$ cat config.mk
export PLATFORM = sky130hd
export DESIGN_NAME = check_position_router
export DESIGN_NICKNAME = d
export VERILOG_FILES = /design/src/rtl/check_position_pkg.sv /design/src/rtl/check_position_fifo.sv /design/src/rtl/check_position_router.sv
export SDC_FILE = /design/constraint.sdc
export NUM_CORES = 1
export LEC_CHECK = 0
export CAP_MARGIN = 40
export CORE_ASPECT_RATIO = 0.9
export CORE_UTILIZATION = 40
export DETAILED_ROUTE_END_ITERATION = 8
export PLACE_DENSITY = 0.7
export SYNTH_ARGS = -nofsm -noshare
export SYNTH_HDL_FRONTEND = slang
export SYNTH_SLANG_ARGS = --single-unit
$ cat constraint.sdc
create_clock -name CLK -period 2.7 [get_ports CLK]
set_input_delay 0.54 -clock CLK [delete_from_list [all_inputs] [get_ports CLK]]
set_output_delay 0.54 -clock CLK [all_outputs]
set_load 0.01 [all_outputs]
$ cat src/rtl/check_position_pkg.sv
// Shared types for the position-check router: output directions,
// routing-order selectors and the decision record held in the FIFO.
package check_position_pkg;

    typedef enum logic [1:0] {
        DIR_E = 2'b00,
        DIR_W = 2'b01,
        DIR_N = 2'b10,
        DIR_S = 2'b11
    } dir_t;

    localparam int ROUTE_XY = 0;
    localparam int ROUTE_YX = 1;

    typedef struct packed {
        logic core;
        dir_t dir;
    } decision_t;

    localparam int DEC_W = $bits(decision_t);

endpackage

$ cat src/rtl/check_position_fifo.sv
// Generic synchronous FIFO with async active-low reset. Pushes when full
// and pops when empty are ignored, so callers may drive raw requests.
module check_position_fifo #(
    parameter  int DEPTH = 4,
    parameter  int DW    = 3,
    localparam int AW    = $clog2(DEPTH),
    localparam int CW    = $clog2(DEPTH + 1)
) (
    input  logic          i_clk,
    input  logic          i_rst_n,
    input  logic          i_push,
    input  logic [DW-1:0] i_data,
    input  logic          i_pop,
    output logic [DW-1:0] o_data,
    output logic          o_full,
    output logic          o_empty,
    output logic [CW-1:0] o_count
);

    logic [DW-1:0] r_mem [DEPTH];
    logic [AW-1:0] r_wr_ptr;
    logic [AW-1:0] r_rd_ptr;
    logic [CW-1:0] r_count;
    logic          w_push;
    logic          w_pop;

    assign o_full  = (r_count == CW'(DEPTH));
    assign o_empty = (r_count == '0);
    assign o_count = r_count;
    assign o_data  = r_mem[r_rd_ptr];
    assign w_push  = i_push && !o_full;
    assign w_pop   = i_pop && !o_empty;

    // Storage array; cleared on reset so the head is never undefined.
    always_ff @(posedge i_clk or negedge i_rst_n) begin
        if (!i_rst_n) begin
            for (int i = 0; i < DEPTH; i++) r_mem[i] <= '0;
        end else if (w_push) begin
            r_mem[r_wr_ptr] <= i_data;
        end
    end

    // Pointers wrap naturally since DEPTH is a power of two; count tracks fill.
    always_ff @(posedge i_clk or negedge i_rst_n) begin
        if (!i_rst_n) begin
            r_wr_ptr <= '0;
            r_rd_ptr <= '0;
            r_count  <= '0;
        end else begin
            if (w_push) r_wr_ptr <= r_wr_ptr + AW'(1);
            if (w_pop)  r_rd_ptr <= r_rd_ptr + AW'(1);
            case ({w_push, w_pop})
                2'b10:   r_count <= r_count + CW'(1);
                2'b01:   r_count <= r_count - CW'(1);
                default: r_count <= r_count;
            endcase
        end
    end

endmodule

$ cat src/rtl/check_position_router.sv
// NoC node position checker: compares a header's destination with this
// node's coordinates, queues the eject/forward + direction decision, and
// presents it on two independently handshaked (forked) output channels.
module check_position_router
    import check_position_pkg::*;
#(
    parameter  int XW         = 2,
    parameter  int YW         = 2,
    parameter  int MY_X       = 0,
    parameter  int MY_Y       = 0,
    parameter  int DEPTH      = 4,
    parameter  int ROUTE_MODE = 0,
    parameter  int CNT_W      = 8,
    localparam int OCC_W      = $clog2(DEPTH + 1)
) (
    input  logic             CLK,
    input  logic             _RESET,
    input  logic [XW+YW-1:0] in_data,
    input  logic             in_valid,
    output logic             in_ready,
    output logic             core_contr,
    output logic             core_valid,
    input  logic             core_ready,
    output logic [1:0]       router_contr,
    output logic             router_valid,
    input  logic             router_ready,
    output logic [CNT_W-1:0] local_cnt,
    output logic [CNT_W-1:0] fwd_cnt,
    output logic [OCC_W-1:0] occupancy
);

    localparam logic [XW-1:0] LP_MY_X = XW'(MY_X);
    localparam logic [YW-1:0] LP_MY_Y = YW'(MY_Y);

    logic [XW-1:0]    w_dst_x;
    logic [YW-1:0]    w_dst_y;
    decision_t        w_dec;
    decision_t        w_head;
    logic [DEC_W-1:0] w_fifo_rd;
    logic             w_full;
    logic             w_empty;
    logic             w_accept;
    logic             w_core_hs;
    logic             w_router_hs;
    logic             w_core_done;
    logic             w_router_done;
    logic             w_pop;
    logic             r_core_sent;
    logic             r_router_sent;
    logic [CNT_W-1:0] r_local_cnt;
    logic [CNT_W-1:0] r_fwd_cnt;

    assign w_dst_x  = in_data[XW-1:0];
    assign w_dst_y  = in_data[XW+YW-1:XW];
    // Reset is folded in so the producer sees backpressure while held in reset.
    assign in_ready = !w_full && _RESET;
    assign w_accept = in_valid && in_ready;

    // Route decision: eject on exact match, otherwise dimension-order toward dest.
    always_comb begin
        w_dec.core = 1'b0;
        w_dec.dir  = DIR_E;
        if (w_dst_x == LP_MY_X && w_dst_y == LP_MY_Y) begin
            w_dec.core = 1'b1;
        end else if (ROUTE_MODE == ROUTE_YX) begin
            if (w_dst_y != LP_MY_Y) w_dec.dir = (w_dst_y > LP_MY_Y) ? DIR_N : DIR_S;
            else                    w_dec.dir = (w_dst_x > LP_MY_X) ? DIR_E : DIR_W;
        end else begin
            if (w_dst_x != LP_MY_X) w_dec.dir = (w_dst_x > LP_MY_X) ? DIR_E : DIR_W;
            else                    w_dec.dir = (w_dst_y > LP_MY_Y) ? DIR_N : DIR_S;
        end
    end

    check_position_fifo #(
        .DEPTH (DEPTH),
        .DW    (DEC_W)
    ) u_fifo (
        .i_clk   (CLK),
        .i_rst_n (_RESET),
        .i_push  (w_accept),
        .i_data  (w_dec),
        .i_pop   (w_pop),
        .o_data  (w_fifo_rd),
        .o_full  (w_full),
        .o_empty (w_empty),
        .o_count (occupancy)
    );

    assign w_head = decision_t'(w_fifo_rd);

    // Fork: each channel is offered the head once; it pops when both are done.
    assign core_valid    = !w_empty && !r_core_sent;
    assign router_valid  = !w_empty && !r_router_sent;
    assign core_contr    = !w_empty && w_head.core;
    assign router_contr  = w_empty ? 2'b00 : w_head.dir;
    assign w_core_hs     = core_valid && core_ready;
    assign w_router_hs   = router_valid && router_ready;
    assign w_core_done   = r_core_sent || w_core_hs;
    assign w_router_done = r_router_sent || w_router_hs;
    assign w_pop         = !w_empty && w_core_done && w_router_done;

    // Sent-flags remember a finished channel until its partner catches up.
    always_ff @(posedge CLK or negedge _RESET) begin
        if (!_RESET) begin
            r_core_sent   <= 1'b0;
            r_router_sent <= 1'b0;
        end else if (w_pop) begin
            r_core_sent   <= 1'b0;
            r_router_sent <= 1'b0;
        end else begin
            if (w_core_hs)   r_core_sent   <= 1'b1;
            if (w_router_hs) r_router_sent <= 1'b1;
        end
    end

    // Saturating traffic counters, split by the decision made at accept.
    always_ff @(posedge CLK or negedge _RESET) begin
        if (!_RESET) begin
            r_local_cnt <= '0;
            r_fwd_cnt   <= '0;
        end else if (w_accept) begin
            if (w_dec.core) begin
                if (r_local_cnt != '1) r_local_cnt <= r_local_cnt + CNT_W'(1);
            end else begin
                if (r_fwd_cnt != '1)   r_fwd_cnt   <= r_fwd_cnt + CNT_W'(1);
            end
        end
    end

    assign local_cnt = r_local_cnt;
    assign fwd_cnt   = r_fwd_cnt;

endmodule

==> out/qor.yml <==
skew_ns: 0.00611
grt_usage: 0.161
grt_pass1_vias: 1254
use_met1: 0.189
cp.arrival_ns: 1.87
hold_viol: 0
wl_per_cell_um: 13.1
power_density_mw_per_mm2: 922
nFillCells: 364
maxSlewViolCount: 0
synth_most_common_cell: "dfrtp_1"
ys_warn_count: 0
relSlewSlack: 0.660
numPortBuffers: 32
synth_area_leaders: "dfrtp_1, xnor2_1, mux2_2"
finalCritPeriodShare: 0.892
numCtsBuffers: 5
cts.path.max_buffers: 2
diodes: 0
tns_ns: 0
clkTransAtPathRegs_ns: 0.07
crit_required_ns: 2.16
drt_iter0_markers: 52
endpoint_kind: "primary output"
min_period_ns: 2.41
cp_max_fo: 4
seq_area_frac_synth: 0.487
antenna_found_initial: 0
vdd_drop_max_v: 0.000491
drc: 9
setup_viol: 0
die_area_mm2: 0.00450
grt-ovfl-total: 0
reg2reg_setup_slack_ns: 0.60
synthTopCellsByCount: "dfrtp_1, nand2_1, nor2_1, xnor2_1, mux2_2"
vias_per_cell: 5.14
drive_gt1_frac: 0.143
synthArstFlopShare: 1.00
synth-edff-count: 0
ant_nets: 0
syn_avg_cell_area_um2: 11.5
cts_root_buffer: "clkbuf_8"
cp-start-kind: "register"
initial_utilization: 0.416
place.gp.congestion: 0.765
synthDistinctLibCells: 32
yosys.area.top_type_share: 0.487
hold_class: "reg -> reg"
gr-usage-met2: 0.286
synth_seq_cells: 33
cap_violations: 0
fp.dieW_um: 70.6
synth_fp_nets: 164
grt_pass1_wl_um: 5590
rows: 22
routed-via-count: 1217
status: "finished with violations"
failed_checks: "DRC"
synthCells: 147
total_power_mw: 2.00
cts.sinks: 33
critical_path_class: "reg -> out"
die_h_um: 63.7
nets: 205
synth_ff_type: "dfrtp_1"
post_cts_resized: 0
drtPass1Iterations: 9
busiest_layer: "met2"
leakagePower_nw: 0.958
core_area_mm2: 0.00407
drt-total-wl_um: 3100
grt_max_degree: 34
cts_hold_buf: 0
worst_pin_slew_ns: 0.505
postCtsSetupBuffers: 0
htreeDepth: 2
pin_count: 34
syn2layout_area_growth_pct: 28.2
fmax_mhz: 415
netlist_area_mm2: 0.00169
whs_ns: 0.501
rsz0062_at_grt: "false"
hpwl_um: 2390
cts_tree: "built"
insertion_delay_ns: 0.27
yosysTopAreaCell: "dfrtp_1"
met3_usage: 0.0379
==> sequential cells by signal (all words and copies together), names as in the netlist <==
name	flops
fwd_cnt	8
local_cnt	8
u_fifo.r_mem	8
u_fifo.o_count	3
u_fifo.r_rd_ptr	2
u_fifo.r_wr_ptr	2
r_core_sent	1
r_router_sent	1
==> kinds of logic after synthesis <==
kind of cell,Yosys count,synth area share
other,1,0.00221
buffers and inverters,7,0.0177
AND/OR/NAND/NOR,61,0.214
multiplexers,14,0.106
XOR/XNOR,18,0.0931
adder cells (fa/ha/maj),8,0.0635
AO/OA/AOI/OAI,5,0.0162
flip-flops,33,0.487
==> final timing paths <==
check                                   start                 to  cells past startpoint
max                        u_fifo.r_rd_ptr[0]         core_contr                      3
min                                fwd_cnt[6]         fwd_cnt[6]                      1
max reg2reg                 u_fifo.o_count[0]  u_fifo.o_count[2]                      9
min reg2reg                        fwd_cnt[6]         fwd_cnt[6]                      1
max in group asynchronous              _RESET         fwd_cnt[1]                      2
min in group asynchronous              _RESET       local_cnt[4]                      2
==> critical path, cell delays in order (launching register included) <==
cell	delay, ns
dfrtp_1	0.44
mux4_2	0.51
and2_1	0.17
clkdlybuf4s50_1	0.47
==> routing by layer <==
metal	share of wire	vias up
li1	-	589
met1	0.44	600
met2	0.51	26
met3	0.043	2
met4	0.0061	0
met5	0	-
==> placed cells by master (no fill, tap or decap), types with 2 or more instances in the layout <==
cell	n
nor4_4	2
nor3_1	5
and2_1	4
nor3b_1	2
and3_1	5
nand2_1	12
dfrtp_1	33
clkdlybuf4s50_1	32
nand3_1	7
nand4_1	4
xor2_1	6
mux2_1	2
mux2_2	9
nor2_1	12
inv_1	6
mux4_2	2
xnor2_1	12
a21oi_1	3
ha_1	7
buf_4	3
clkinv_2	2
clkbuf_8	5
==> report_power, final <==
part	internal [mW]	total [mW]	switching (mW)	leakage, nW
registers	0.663	0.829	0.166	0.428
logic	0.477	0.827	0.350	0.485
clock network	0.178	0.345	0.167	0.0450
==> stage by stage <==
step,area [um^2],setup WS [ns],util,std cells
after floorplan,1690,0.638,-,147
after global placement,2090,0.289,0.513,229
after detailed placement,2090,0.174,0.513,229
after CTS,2170,0.276,0.533,237
after global routing,2170,0.204,0.533,237
final,2170,0.292,0.533,237
==> cell type report <==
class | instances | area (um^2) | area share
flip-flops and latches | 33 | 826 | 0.380
inverters | 6 | 22.5 | 0.0104
clock inverters | 2 | 10.0 | 0.00461
well taps | 48 | 60.1 | 0.0276
repair buffers | 35 | 343 | 0.158
multi-input cells | 107 | 838 | 0.386
clock buffers | 6 | 72.6 | 0.0334
Note: power is estimated with default switching activity, not from simulation.
